===== src/rtl/mips_alu_if.sv =====
// mips_alu_if: operand/result bundle for the MIPS ALU.
//   SrcA, SrcB, ALUControl         - operands and operation select (driven by master)
//   ALUResult, zero_flag, overflow - combinational ALU outputs
//   result_q, zero_q, ovf_sticky   - registered status outputs
// Modports: master (datapath/bench side), slave (ALU side).
interface mips_alu_if #(
  parameter int WIDTH = 32
);
  logic [WIDTH-1:0] SrcA;
  logic [WIDTH-1:0] SrcB;
  logic [2:0]       ALUControl;
  logic [WIDTH-1:0] ALUResult;
  logic             zero_flag;
  logic             overflow;
  logic [WIDTH-1:0] result_q;
  logic             zero_q;
  logic             ovf_sticky;

  modport master (
    output SrcA, SrcB, ALUControl,
    input  ALUResult, zero_flag, overflow, result_q, zero_q, ovf_sticky
  );

  modport slave (
    input  SrcA, SrcB, ALUControl,
    output ALUResult, zero_flag, overflow, result_q, zero_q, ovf_sticky
  );
endinterface


===== src/rtl/mips_alu.sv =====
// mips_alu: 32-bit integer ALU for a single-cycle MIPS datapath.
// Ports:
//   clk    - rising-edge clock for the registered status stage
//   reset  - synchronous, active-high; clears result_q, zero_q, ovf_sticky
//   alu    - mips_alu_if.slave: SrcA/SrcB/ALUControl in; combinational
//            ALUResult/zero_flag/overflow out; registered result_q/zero_q
//            and sticky overflow flag ovf_sticky out.
// Opcodes: 000 AND, 001 OR, 010 ADD, 011 reserved (0), 100 SUB,
//          101 MUL (low bits), 110 SLT (signed), 111 NOR.
// Build option: define ALU_MULT_EN to include the multiplier for opcode 101;
// without it 101 behaves like the reserved opcode and no multiplier exists.
module mips_alu #(
  parameter int WIDTH = 32
) (
  input logic     clk,
  input logic     reset,
  mips_alu_if.slave alu
);

  // Signed overflow of a + b: same operand signs, result sign differs.
  function automatic logic add_ovf(input logic sa, input logic sb, input logic sr);
    return (sa == sb) && (sr != sa);
  endfunction

  // Signed overflow of a - b: operand signs differ, result sign differs from a.
  function automatic logic sub_ovf(input logic sa, input logic sb, input logic sr);
    return (sa != sb) && (sr != sa);
  endfunction

  logic signed [WIDTH-1:0] a_s;
  logic signed [WIDTH-1:0] b_s;
  logic        [WIDTH-1:0] sum;
  logic        [WIDTH-1:0] diff;
  logic                    slt;
  logic        [WIDTH-1:0] result_p0;
  logic                    ovf_p0;

  // Stage p0: combinational ALU, visible in the same cycle.
  assign a_s  = alu.SrcA;
  assign b_s  = alu.SrcB;
  assign sum  = alu.SrcA + alu.SrcB;
  assign diff = alu.SrcA - alu.SrcB;
  // Direct signed compare, so SLT stays correct when SrcA - SrcB overflows.
  assign slt  = (a_s < b_s);

  always_comb begin
    result_p0 = '0;
    ovf_p0    = 1'b0;
    case (alu.ALUControl)
      3'b000: result_p0 = alu.SrcA & alu.SrcB;
      3'b001: result_p0 = alu.SrcA | alu.SrcB;
      3'b010: begin
        result_p0 = sum;
        ovf_p0    = add_ovf(alu.SrcA[WIDTH-1], alu.SrcB[WIDTH-1], sum[WIDTH-1]);
      end
      3'b100: begin
        result_p0 = diff;
        ovf_p0    = sub_ovf(alu.SrcA[WIDTH-1], alu.SrcB[WIDTH-1], diff[WIDTH-1]);
      end
`ifdef ALU_MULT_EN
      3'b101: result_p0 = alu.SrcA * alu.SrcB;
`else
      3'b101: result_p0 = '0;
`endif
      3'b110: result_p0 = {{(WIDTH-1){1'b0}}, slt};
      3'b111: result_p0 = ~(alu.SrcA | alu.SrcB);
      default: result_p0 = '0;
    endcase
  end

  assign alu.ALUResult = result_p0;
  assign alu.zero_flag = (result_p0 == '0);
  assign alu.overflow  = ovf_p0;

  logic [WIDTH-1:0] result_p1;
  logic             zero_p1;
  logic             ovf_sticky_p1;

  // Stage p1: registered status capture.
  always_ff @(posedge clk) begin
    if (reset) begin
      result_p1     <= '0;
      zero_p1       <= 1'b0;
      ovf_sticky_p1 <= 1'b0;
    end else begin
      result_p1     <= result_p0;
      zero_p1       <= alu.zero_flag;
      ovf_sticky_p1 <= ovf_sticky_p1 | ovf_p0;
    end
  end

  assign alu.result_q   = result_p1;
  assign alu.zero_q     = zero_p1;
  assign alu.ovf_sticky = ovf_sticky_p1;

endmodule


===== src/flat_wrapper.sv =====
// flat-port wrapper written by rule: the top's interface ports become plain ports
module mips_alu_flat 
#(
  parameter int WIDTH = 32
)
  (clk, reset, alu_SrcA, alu_SrcB, alu_ALUControl, alu_ALUResult, alu_zero_flag, alu_overflow, alu_result_q, alu_zero_q, alu_ovf_sticky);
  mips_alu_if #(.WIDTH(WIDTH)) alu_i ();
  input logic clk;
  input logic reset;
  input wire logic [$bits(alu_i.SrcA)-1:0] alu_SrcA;
  input wire logic [$bits(alu_i.SrcB)-1:0] alu_SrcB;
  input wire logic [$bits(alu_i.ALUControl)-1:0] alu_ALUControl;
  output wire logic [$bits(alu_i.ALUResult)-1:0] alu_ALUResult;
  output wire logic [$bits(alu_i.zero_flag)-1:0] alu_zero_flag;
  output wire logic [$bits(alu_i.overflow)-1:0] alu_overflow;
  output wire logic [$bits(alu_i.result_q)-1:0] alu_result_q;
  output wire logic [$bits(alu_i.zero_q)-1:0] alu_zero_q;
  output wire logic [$bits(alu_i.ovf_sticky)-1:0] alu_ovf_sticky;
  assign alu_i.SrcA = alu_SrcA;
  assign alu_i.SrcB = alu_SrcB;
  assign alu_i.ALUControl = alu_ALUControl;
  assign alu_ALUResult = alu_i.ALUResult;
  assign alu_zero_flag = alu_i.zero_flag;
  assign alu_overflow = alu_i.overflow;
  assign alu_result_q = alu_i.result_q;
  assign alu_zero_q = alu_i.zero_q;
  assign alu_ovf_sticky = alu_i.ovf_sticky;
  mips_alu #(.WIDTH(WIDTH)) u_core (.clk(clk), .reset(reset), .alu(alu_i));
endmodule

===== config.mk =====
export PLATFORM = sky130hd
export DESIGN_NAME = mips_alu_flat
export DESIGN_NICKNAME = d
export VERILOG_FILES = /design/src/rtl/mips_alu_if.sv /design/src/rtl/mips_alu.sv /design/src/flat_wrapper.sv
export SDC_FILE = /design/constraint.sdc
export NUM_CORES = 1
export LEC_CHECK = 0
export BUFFER_PORTS_ARGS = -buffer_cell sky130_fd_sc_hd__buf_2
export CORE_ASPECT_RATIO = 1.5
export CORE_MARGIN = 3
export CORE_UTILIZATION = 59
export CTS_BUF_LIST = sky130_fd_sc_hd__clkbuf_8
export CTS_CLUSTER_SIZE = 30
export DETAILED_ROUTE_END_ITERATION = 10
export PLACE_DENSITY = 0.85
export SLEW_MARGIN = 20
export SYNTH_ARGS = -nofsm -noshare
export SYNTH_HDL_FRONTEND = slang
export SYNTH_SLANG_ARGS = --single-unit

===== constraint.sdc =====
create_clock -name clk -period 4.6 [get_ports clk]
set_input_delay 0.46 -clock clk [delete_from_list [all_inputs] [get_ports clk]]
set_output_delay 0.46 -clock clk [all_outputs]
set_load 0.01 [all_outputs]

# --- Word level (Yosys, flattened, before mapping) ---
# Cells that the tools add are included.
totals:
  register_bits: 34
  input_bits: 69
  wordCells: 25
op_classes:
  n_addsub: 2
  magnitude_cmp: 1
  eq_ne: 9
  mux: 2
  n_bitwise: 4
  n_reduce_logical: 4
op_table:
  columns: ["op", "count"]
  rows:
  - ["32-bit case mux with 6 select lines", 1]
  - ["32-bit adder", 1]
  - ["32-bit bitwise AND", 1]
  - ["32-bit zero test", 1]
  - ["32-bit < comparator", 1]
  - ["32-bit inverter", 1]
  - ["32-bit bitwise OR", 1]
  - ["32-bit subtractor", 1]
  - ["3-bit equality test, second input constant", 3]
  - ["3-bit by 1-bit equality test with 1-bit output, second input constant", 1]
  - ["3-bit by 2-bit equality test with 1-bit output, second input constant", 1]
  - ["3-bit zero test", 1]
  - ["1-bit inequality test", 3]
  - ["1-bit logical AND", 2]
  - ["1-bit case mux with 2 select lines", 1]
  - ["1-bit equality test", 1]
  - ["1-bit bitwise OR", 1]

# --- Longest topological paths before layout ---
depth:
  ltp_word: 5
  ltp_mapped: 13
  ltp_nobuf: 13

# --- Least setup slack after synthesis ---
# OpenSTA, ideal clock, no wires.
synth_timing:
  path_kind: "input -> output"
  start: "in alu_SrcA[0]"
  end: "out alu_zero_flag"
  arrival_ps: 3150
  path_slack_ps: 990
  path_stages: 13
  cell_sequence: "inv_1 -> ha_1 -> fa_1 -> o21ba_2 -> o21ba_2 -> o211ai_1 -> nand4_1 -> a211o_1 -> a21boi_0 -> o2111ai_1 -> nor4_1 -> nand4_1 -> nor2_1"
synth_via:
  elab_chain_cells: 4
  word_cells_on_any_way: 8
synth_lines:
  columns: ["item", "line_no", "source"]
  rows:
  - ["start, declared", "flat_wrapper.sv:10", "input wire logic [$bits(alu_i.SrcA)-1:0] alu_SrcA;"]
  - ["parallel branches: the longest is 2 deep, another holds 32-bit subtractor", null, null]
  - ["32-bit case mux with 6 select lines (*)", "mips_alu.sv:49", "case (alu.ALUControl)"]
  - ["32-bit zero test (*)", "mips_alu.sv:72", "assign alu.zero_flag = (result_p0 == '0);"]
  - ["end, declared", "flat_wrapper.sv:14", "output wire logic [$bits(alu_i.zero_flag)-1:0] alu_zero_flag;"]
# Every way passes the cells marked *.

# --- Worst setup path after layout ---
# Same ends and word-level chain as after synthesis.

==> results.yml <==
outcome:
  status: "finished clean"
worst_setup_path:
  cp.required_ps: 4140
  critPathMaxStageDelay_ps: 430
  crit_path_top_delay_cell: "o211ai_1"
  worstSetupPathType: "input port to output pin"
  reg2reg_depth: 1
  worstPathMaxFanout: 4
  start_kind: "input port"
  critPathBufInv: 3
  critical_path.cell_chain: "buf_2 -> inv_1 -> ha_1 -> fa_1 -> o21ba_2 -> o21ba_2 -> o211ai_1 -> nand4_1 -> a211o_1 -> a21boi_1 -> o2111ai_1 -> nor4_1 -> nand4_1 -> nor2_1 -> buf_2"
  crit_cells: 15
  worstPathArrival_ps: 3950
  critical-path-top-delay-family: "compound AO/OA/AOI/OAI gates"
  cp-end-kind: "output pin"
pwr:
  power_frac_seq: 0.197
  pwr-share-clk: 0.197
  vdd_ir_drop_max_mv: 0.156
  power_frac_comb: 0.606
  swShare: 0.485
  p_switching_uw: 805
  p_leak_nw: 3.85
  p_per_area_mw_per_mm2: 211
  p_int_uw: 854
logic_synthesis:
  synth-seq-cells: 34
  syn_nets: 1180
  synth_area_sq_mm: 0.00692
  yosysUniqueCellTypes: 75
  ys_async_sr_fraction: 0
  avgSynthCellArea_sq_um: 6.91
  synth_warnings: 0
  synth_edf_count: 0
  synth_ff_type: "dfxtp_1"
  synth_cells: 1001
  seq_area_frac_synth: 0.0984
placed_design:
  dp.final_hpwl_microns: 22300
  gp_congestion: 1.06
  numPortBuffers: 136
  place_ws_ps: 189
  dp_cells: 1251
  placed_area_sq_mm: 0.00773
min_path:
  hold_path_depth: 1
  worstHoldPathType: "flip-flop to flip-flop"
sta:
  worst_pin_slew_ps: 1040
  period_minus_slack_ps: 4410
  finalCritPeriodShare: 0.959
  setup_viol: 0
  rsz0062_at_grt: "no"
  hold_violations: 0
  max_freq_mhz: 227
  skew_ps: 0
  setup_tns_ps: 0
  setup_ws_ps: 190
  slew_headroom: 0.299
  slew_viol_final: 0
route:
  drtIter0Drc: 855
  drt_first_pass_iters: 6
  vias_per_cell: 6.75
  vias: 8510
  wl_microns: 28600
  route.detailed.drc: 0
  avgRoutedWirePerCell_microns: 22.7
  detail-route-antenna-nets: 0
clock_network:
  clock-sinks: 34
  hold_buffers: 0
  clockBufferDepth: 2
  cts_tree: "built"
  cts_buffers: 5
  h-tree-depth: 2
  clk_pin_slew_ps: 110
  clock_latency_ps: 320
  root_buffer: "clkbuf_8"
floorplanning:
  fp.coreArea_sq_mm: 0.0112
  io_pins: 137
  std_cell_rows: 47
  die_x_microns: 94.4
  fp.dieArea_sq_mm: 0.0131
  initial_core_util: 0.616
  fp.dieH_microns: 139
grt:
  grt_pass1_wl_microns: 44500
  grt_use_met1: 0.450
  use_met2: 0.731
  grt_use_total: 0.435
  grt_max_degree: 35
  antenna_found_initial: 1
  grt_pass1_vias: 8396
  busiest_layer: "met2"
  gr-total-overflow: 0
  grt_util_met3: 0.0787
final_layout:
  fin_cells: 1260
  fin_nets: 1291
  areaGrowthSynthToFinish_pct: 13.7
  fin_util: 0.700
  drive_above_1_share: 0.178
  final_cell_area_sq_mm: 0.00787
run:
  drv_cap: 0
-- logic make-up after synthesis --
logic type	share of synthesized area
compound gates	0.331
xor+xnor	0.0241
fa+ha+maj	0.201
buf+inv	0.0925
flops	0.0984
mux	0.0161
simple gates	0.237
-- layer usage --
| layer | vias up | wire, microns |
|---|---|---|
| met2 | 578 | 13600 |
| met5 | - | 0 |
| li1 | 3841 | - |
| met4 | 0 | 3320 |
| met1 | 3877 | 9330 |
| met3 | 214 | 2310 |
-- path summary, 6_finish.rpt --
path	from	end	slack [ps]
max	alu_SrcA[0]	alu_zero_flag	190
min	u_core.alu.ovf_sticky$_SDFF_PP0_	u_core.alu.ovf_sticky$_SDFF_PP0_	500
max reg2reg	u_core.alu.ovf_sticky$_SDFF_PP0_	u_core.alu.ovf_sticky$_SDFF_PP0_	3980
min reg2reg	u_core.alu.ovf_sticky$_SDFF_PP0_	u_core.alu.ovf_sticky$_SDFF_PP0_	500
-- metrics by stage --
stage | hold slack [ps] | total power [mW]
after floorplan | 526 | 0.953
after global placement | 459 | 1.29
after detailed placement | 473 | 1.30
after CTS | 497 | 1.61
final | 497 | 1.66
after global routing | 508 | 1.74
-- cell usage after synthesis (6+ instances only) --
library cell / instances / area share
a211o_1: 7 / 0.0089
a211oi_1: 7 / 0.0076
a21o_1: 14 / 0.015
a21oi_1: 85 / 0.062
a221oi_1: 7 / 0.0089
a22o_1: 9 / 0.011
a22oi_1: 18 / 0.020
a311oi_1: 7 / 0.0089
a31oi_1: 14 / 0.013
and2_1: 8 / 0.0072
and3_1: 8 / 0.0072
buf_2: 19 / 0.014
clkbuf_1: 33 / 0.018
dfxtp_1: 34 / 0.098
ha_1: 108 / 0.20
inv_1: 101 / 0.055
mux2i_1: 10 / 0.014
nand2_1: 77 / 0.042
nand2b_1: 10 / 0.0090
nand3_1: 23 / 0.017
nand4_1: 16 / 0.014
nor2_1: 83 / 0.045
nor2b_1: 31 / 0.028
nor3_1: 23 / 0.017
nor4_1: 17 / 0.015
o211ai_1: 14 / 0.015
o21a_1: 7 / 0.0076
o21ai_0: 62 / 0.045
o21bai_1: 6 / 0.0065
o31ai_1: 15 / 0.016
or2_2: 6 / 0.0054
or3_1: 6 / 0.0054
xnor2_1: 17 / 0.022
-- what timing repair did --
| item | CTS | global route |
|---|---|---|
| buffers inserted | 0 | 1 |
| gates resized for setup | 0 | 3 |
| endpoints found under the setup margin | 0 | 1 |
-- placed cells by master (no fill, tap or decap), types with 23 or more instances in the layout --
cell	n
a21oi_1	85
buf_2	136
buf_4	26
dfxtp_1	34
ha_1	108
inv_1	101
nand2_1	77
nand3_1	23
nor2_1	83
nor2b_1	31
o21ai_0	62
-- layout make-up --
class                   count  area [sq um]
diodes                      1          2.50
clock buffers               6          82.6
clock inverters             1          30.0
fillers                  1044          3370
inverters                 104           390
multi-input cells         805          5620
flip-flops and latches     34           681
well taps                 147           184
repair buffers            162           876
-- power by group through the flow --
stage / sequential (mW) / clock [mW] / combinational, mW
6_report: 0.327 / 0.327 / 1.01
5_1_grt: 0.329 / 0.330 / 1.08
4_1_cts: 0.327 / 0.320 / 0.967
3_5_place_dp: 0.334 / 0 / 0.962
3_3_place_gp: 0.332 / 0 / 0.955
2_1_floorplan: 0.349 / 0 / 0.605
-- sequential cells by signal, indices dropped and copies added, names as in the netlist --
signal / count
u_core.alu.zero_q: 1
u_core.alu.ovf_sticky: 1
u_core.alu.result_q: 32
(Power assumes the default switching activity.)
